## config.mk

```make
export PLATFORM = sky130hd
export DESIGN_NAME = dma_mem_arbiter
export DESIGN_NICKNAME = d
export VERILOG_FILES = /design/src/rtl/dma_pkg.sv /design/src/rtl/dma_rr_arb.sv /design/src/rtl/dma_mem_arbiter.sv
export SDC_FILE = /design/constraint.sdc
export NUM_CORES = 1
export LEC_CHECK = 0
export BUFFER_PORTS_ARGS = -buffer_cell sky130_fd_sc_hd__buf_4
export CORE_ASPECT_RATIO = 1.25
export CORE_MARGIN = 8
export CORE_UTILIZATION = 40
export CTS_CLUSTER_DIAMETER = 60
export DETAILED_ROUTE_END_ITERATION = 7
export PLACE_DENSITY = 0.8
export SKIP_CTS_REPAIR_TIMING = 1
export SLEW_MARGIN = 20
export SYNTH_ARGS = -nofsm -noshare
export SYNTH_HDL_FRONTEND = slang
export SYNTH_SLANG_ARGS = --single-unit
```

## constraint.sdc

```tcl
create_clock -name clk -period 1.6 [get_ports clk]
set_input_delay 0.24 -clock clk [delete_from_list [all_inputs] [get_ports clk]]
set_output_delay 0.24 -clock clk [all_outputs]
set_load 0.1 [all_outputs]
```

## src/rtl/dma_pkg.sv

```systemverilog
// Shared definitions for the DMA request/acknowledge protocol blocks.
package dma_pkg;

  localparam int DMA_AW = 21;
  localparam int DMA_DW = 8;

  localparam int ACC_CYCLES_MIN = 1;
  localparam int ACC_CYCLES_MAX = 7;

  typedef enum logic {
    ST_IDLE = 1'b0,
    ST_ACC  = 1'b1
  } dma_state_t;

endpackage

```

## src/rtl/dma_rr_arb.sv

```systemverilog
// Two-way round-robin grant. With both requests active, the channel that
// was not granted last wins. The pointer register is owned by the parent.
module dma_rr_arb
  import dma_pkg::*;
(
  input  logic [1:0] req,
  input  logic       last,
  output logic [1:0] gnt
);

  // One-hot grant; contention resolved against the last-granted channel
  always_comb begin
    gnt = 2'b00;
    case (req)
      2'b01:   gnt = 2'b01;
      2'b10:   gnt = 2'b10;
      2'b11:   gnt = last ? 2'b01 : 2'b10;
      default: gnt = 2'b00;
    endcase
  end

endmodule

```

## src/rtl/dma_mem_arbiter.sv

```systemverilog
// Memory-side responder for the DMA request/acknowledge protocol. Two
// requesters share the SRAM round-robin; accesses only start in cycles the
// Z80 leaves the memory free, and a started access always runs to completion.
module dma_mem_arbiter
  import dma_pkg::*;
#(
  parameter int ACC_CYCLES = 2
)
(
  input  logic              clk,
  input  logic              rst_n,
  input  logic [1:0]        req,
  input  logic [1:0]        rnw,
  input  logic [DMA_AW-1:0] addr0,
  input  logic [DMA_AW-1:0] addr1,
  input  logic [DMA_DW-1:0] wd0,
  input  logic [DMA_DW-1:0] wd1,
  output logic [1:0]        ack,
  output logic [1:0]        done,
  output logic [DMA_DW-1:0] rd,
  input  logic              cpu_busy,
  output logic [DMA_AW-1:0] mem_addr,
  output logic [DMA_DW-1:0] mem_wd,
  input  logic [DMA_DW-1:0] mem_rd,
  output logic              mem_oe,
  output logic              mem_we,
  output logic              busy
);

  // Out-of-range access lengths are clamped so the 3-bit counter stays valid
  localparam int ACC_EFF = (ACC_CYCLES < ACC_CYCLES_MIN) ? ACC_CYCLES_MIN :
                           (ACC_CYCLES > ACC_CYCLES_MAX) ? ACC_CYCLES_MAX :
                           ACC_CYCLES;
  localparam logic [2:0] CNT_LOAD = 3'(ACC_EFF - 1);

  dma_state_t  state;
  logic [2:0]  cnt;
  logic        last;
  logic        gch;
  logic        dir_rd;
  logic [1:0]  gnt;
  logic        start;
  logic        sel_rnw;

  dma_rr_arb u_arb (
    .req  (req),
    .last (last),
    .gnt  (gnt)
  );

  // Accept decision and Mealy ack; ack is held off during reset and in ACC
  always_comb begin
    start   = (state == ST_IDLE) && !cpu_busy && (|req);
    ack     = (start && rst_n) ? gnt : 2'b00;
    sel_rnw = gnt[1] ? rnw[1] : rnw[0];
  end

  assign busy = (state == ST_ACC);

  // Access FSM: latch the granted request, hold strobes, then complete
  always_ff @(posedge clk or negedge rst_n) begin
    if (!rst_n) begin
      state    <= ST_IDLE;
      cnt      <= 3'd0;
      last     <= 1'b1;
      gch      <= 1'b0;
      dir_rd   <= 1'b0;
      done     <= 2'b00;
      rd       <= '0;
      mem_addr <= '0;
      mem_wd   <= '0;
      mem_oe   <= 1'b0;
      mem_we   <= 1'b0;
    end else begin
      done <= 2'b00;
      case (state)
        ST_IDLE: begin
          if (start) begin
            mem_addr <= gnt[1] ? addr1 : addr0;
            mem_wd   <= gnt[1] ? wd1 : wd0;
            dir_rd   <= sel_rnw;
            mem_oe   <= sel_rnw;
            mem_we   <= !sel_rnw;
            cnt      <= CNT_LOAD;
            gch      <= gnt[1];
            last     <= gnt[1];
            state    <= ST_ACC;
          end
        end
        ST_ACC: begin
          if (cnt == 3'd0) begin
            mem_oe <= 1'b0;
            mem_we <= 1'b0;
            if (dir_rd) begin
              rd <= mem_rd;
            end
            done  <= gch ? 2'b10 : 2'b01;
            state <= ST_IDLE;
          end else begin
            cnt <= cnt - 3'd1;
          end
        end
        default: state <= ST_IDLE;
      endcase
    end
  end

endmodule

```

* After elaboration in Yosys (flattened, before gate mapping) *
Index checks and enable logic that the tools add are counted.

word-level totals
  bits in registers = 48
  bits of input ports = 73
  output and inout port bits = 44
  logic and storage cells = 50

operators by class
  add/subtract/negate cells = 1
  eq/ne operators = 6
  mux-type cells = 20
  bitwise gates (word level) = 1
  reduce and logical (&&, ||, !) cells = 11

operators with widths
  kind                                                                      count
  21-bit 2-to-1 mux                                                         1
  2-bit 2-to-1 mux                                                          5
  8-bit 2-to-1 mux                                                          1
  1-bit 2-to-1 mux                                                          6
  3-bit 2-to-1 mux                                                          2
  1-bit case mux with 2 select lines                                        3
  2-bit case mux with 3 select lines                                        1
  3-bit case mux with 2 select lines                                        1
  2-bit AND reduction                                                       3
  2-bit == test (second input constant)                                     2
  2-bit inequality test (second input constant)                             2
  1-bit logical AND                                                         3
  3-bit zero test                                                           1
  3-bit AND reduction                                                       1
  3-bit by 1-bit subtractor with 3-bit output (second input constant)       1
  2-bit by 1-bit == test with 1-bit output (second input constant)          1
  1-bit zero test                                                           2
  2-bit by 1-bit inequality test with 1-bit output (second input constant)  1
  2-bit OR reduction                                                        1
  1-bit inverter                                                            1

* Logic depth before layout (Yosys ltp) *
  word-level depth = 6
  gate-level depth with buffers = 6
  depth with buffers taken out = 5

* By module *
Synthesis repeated with hierarchy kept, for this count alone.

unflattened totals
  cell total of the unflattened synthesis = 196
  area total of the unflattened synthesis = 2293.4 µm²

by module, submodules not included
  module           times used  cells each  area each (µm²)  sequential area each (µm²)
  dma_mem_arbiter  1           193         2274.7           1202.4
  dma_rr_arb       1           3           18.8             0.0

* Worst setup path after synthesis *
No wires, ideal clock.

  kind = flip-flop to output port
  start = register state (netlist: busy)
  end = output ack[1]
  arrival = 2.324 ns
  data required time = 1.360 ns
  slack = -0.964 ns
  stages on the path, launching flop included = 6
  path buffers = 2
  cells stage by stage = dfrtp_1 > buf_2 > nor2_2 > and2_1 > buf_6 > and3_1

on the way
  word-level cells in the longest chain between the ends = 5

ends and longest elaborated chain
  what                             RTL line               RTL
  start, declared                  dma_mem_arbiter.sv:36  dma_state_t state;
  start signal, assigned           dma_mem_arbiter.sv:63  state <= ST_IDLE;
  start signal, assigned           dma_mem_arbiter.sv:87  state <= ST_ACC;
  start signal, assigned           dma_mem_arbiter.sv:98  state <= ST_IDLE;
  1-bit inverter (no source line)  n/a
  1-bit logical AND (2 in series)  dma_mem_arbiter.sv:53  start = (state == ST_IDLE) && !cpu_busy && (|req);
  1-bit logical AND                dma_mem_arbiter.sv:54  ack = (start && rst_n) ? gnt : 2'b00;
  2-bit 2-to-1 mux                 dma_mem_arbiter.sv:54
  end, declared                    dma_mem_arbiter.sv:18  output logic [1:0] ack,

Every way passes these cells.

* Worst setup path after layout *
Ends and elaborated chain as after synthesis.

==> results by group <==
Yosys
  – Total nets after synthesis: approximately 300
  – Yosys top cell by area: dfrtp_1
  – Post-Syn Area: between 2000 and 2500 um^2
  – Mean Syn Cell Area: roughly 9.7 um^2
  – FF+latch count, synth: 48
  – Cell variety after synth: 27
  – Syn Inst Count: around 230
  – Adder-Cell Fraction of Synth Area: 1.14%
  – Multiplexer share of the synthesized area: under 10%
  – Largest cells by area after synthesis: dfrtp_1 54%, nand2_1 10%, a31oi_1 8.3%
  – Sequential area share after synthesis: between 50 and 60%
  – Compound-Gate Fraction of Synth Area: 18.9%
  – Synth top area share: between 50% and 60%
  – Largest family of logic cells by synthesized area: compound AO/OA/AOI/OAI gates
  – Simple-gate share of the synthesized area: between 10% and 20%
  – Yosys warns: 0
  – Synth Area in XOR/XNOR: 0%

Cells and area
  – Final instance area: 3300 um^2
  – Layout cell share with drive strength beyond 1: 44.3%
  – Cell Count, Final, Fillers Out: 412
  – ANT cells: 0
  – Area growth, synth to finish: 50.3%
  – Nets: about 420

Timing
  – Worst slew pin tran: between 0.3 and 0.4 ns
  – Hold Vio Cnt, Final: 0
  – Max-slew headroom: between 70% and 80%
  – # setup viols final: 1
  – FMAX: 0.599 GHz
  – Final setup skew: approximately 0.0072 ns
  – Pins over their slew limit: 0
  – Final Cycle Share: 104%
  – Final min period: between 1.5 and 2 ns
  – Final WS setup: -0.0691 ns
  – Unrepaired setup endpoints after global routing: yes

Clock network
  – Root buffer cell: clkbuf_8
  – Clock Pin Slew Worst Setup and Hold Paths: roughly 0.08 ns
  – Worst skew pair latency: approximately 0.29 ns
  – CTS tree: built
  – H-tree lvl count: 2
  – Clock tree sinks: 48
  – Num CTS Buffers: 5
  – Clock tree buffer depth: 2

Detailed routing
  – WL final: approximately 6.8 mm
  – Drt wl/cell: 16.4 um
  – Drt pass-1 iters: 4
  – Post-DRT Antenna Nets: 0
  – Residual DRC: 0
  – Drt via density: 5.19
  – Via count: around 2100
  – Drt initial violations: 137

Setup path
  – Worst Path Required: between 1 and 1.5 ns
  – Nature of the critical path endpoint: primary output
  – Reg2Reg Setup Slack: around 0.13 ns
  – Crit Path Class: register to primary output
  – Worst Setup Start Kind: register
  – CP arrival: about 1.4 ns
  – Max FO, Critical Path: 3

Min path
  – Worst Hold Class: input pin to register

Place
  – Inst Count DP: 400
  – Gp weighted congestion: 0.750
  – Setup WS pre-CTS: around 0.070 ns
  – Final HPWL DP: 5.08 mm
  – Placed Area: roughly 3200 um^2
  – Port bufs: between 100 and 150

GRT
  – First-pass GRT wire length: about 11 mm
  – Initial antenna violation count: 0
  – Grt ovf: 0
  – Vias in the first global route: 2242
  – Total track usage: around 16%
  – Largest net degree at the start of global routing: 36

Die
  – Core area: 5370 um^2
  – Die area: 8120 um^2
  – Num rows: 30
  – Die width: 82.2 um
  – Chip height: 98.8 um
  – Starting Density: 40.9%
  – IO Pins: roughly 120

Job
  – Max-cap viol count: 0

Outcome
  – Failing checks: negative setup slack
  – Status: finished with violations
==> metrics by stage <==
step,setup TNS (ns),hold slack [ns],utilization [%]
global placement,0,0.242,58.8
CTS,-0.309,-0.0675,60.2
floorplan,-0.476,-0.0556,-
finish,-0.0691,0.176,61.4
global route,-0.120,0.167,61.4
detailed placement,0,0.251,58.8
==> synthesized netlist by cell type (all sizes together) <==
cell type / instances
nand2: 60
dfrtp: 47
a21oi: 33
a31oi: 29
clkbuf: 10
mux2: 9
buf: 8
inv: 5
nor2: 5
mux2i: 3
a21boi: 2
a22oi: 2
and3: 2
ha: 2
a21bo: 1
a22o: 1
and2: 1
dfstp: 1
nand2b: 1
nand3b: 1
nand4b: 1
o2111a: 1
o2bb2ai: 1
or2: 1
==> cell usage in the layout, fill, tap and decap left out, types with 2 or more instances in the layout <==
cell	Yosys	final
a21oi_1	33	33
a22oi_1	2	2
a31oi_1	29	29
buf_12	0	2
buf_4	0	128
clkbuf_8	0	5
dfrtp_1	47	46
ha_1	2	2
inv_1	5	5
mux2_2	8	8
mux2i_1	3	3
nand2_1	60	60
nor2_1	4	4
==> layout make-up <==
type                            count  area (um^2)
Multi-Input combinational cell    156          887
Fill cell                         460         2070
Sequential cell                    48         1210
Inverter                            5         18.8
Clock buffer                        6         72.6
Clock inverter                      1         5.00
Timing Repair Buffer              132         1030
Tap cell                           64         80.1
==> metal layers <==
| layer | wire length (um) | track usage, % |
|---|---|---|
| met1 | 2600 | 19.9 |
| met3 | 696 | 5.01 |
| met2 | 3390 | 26.6 |
| met4 | 95 | 3.93 |
| met5 | 0 | 0 |
==> critical path: stages (launching register included) <==
cell and delay [ns]:
dfrtp_4 0.50, nor2_4 0.13, and2_4 0.15, and3_4 0.19, buf_12 0.17
==> flip-flops by register name, indices dropped and copies added, names as in the netlist <==
name      cells
gch           1
last          1
mem_we        1
done          2
mem_wd        8
cnt           3
rd            8
mem_addr     21
mem_oe        1
dir_rd        1
busy          1
==> path summary, 6_finish.rpt <==
check                      cells past startpoint             from                 end
max                                            4   busy$_DFF_PN0_              ack[1]
min                                            2        mem_rd[3]   rd[3]$_DFFE_PN0P_
max reg2reg                                    6   busy$_DFF_PN0_  cnt[1]$_DFFE_PN0P_
min reg2reg                                    1  gch$_DFFE_PN0P_   done[0]$_DFF_PN0_
max in group asynchronous                      3            rst_n    last$_DFFE_PN1P_
min in group asynchronous                      3            rst_n   rd[3]$_DFFE_PN0P_
==> logic make-up after synthesis <==
group / count (synthesis)
AOI/OAI and AO/OA: 70
adders and majority gates: 2
buffers and inverters: 23
DFF: 48
muxes: 12
and+or+nand+nor: 72
Power is not shown: default switching activity piles up to over one toggle a cycle in this logic, so the estimate is an artifact.
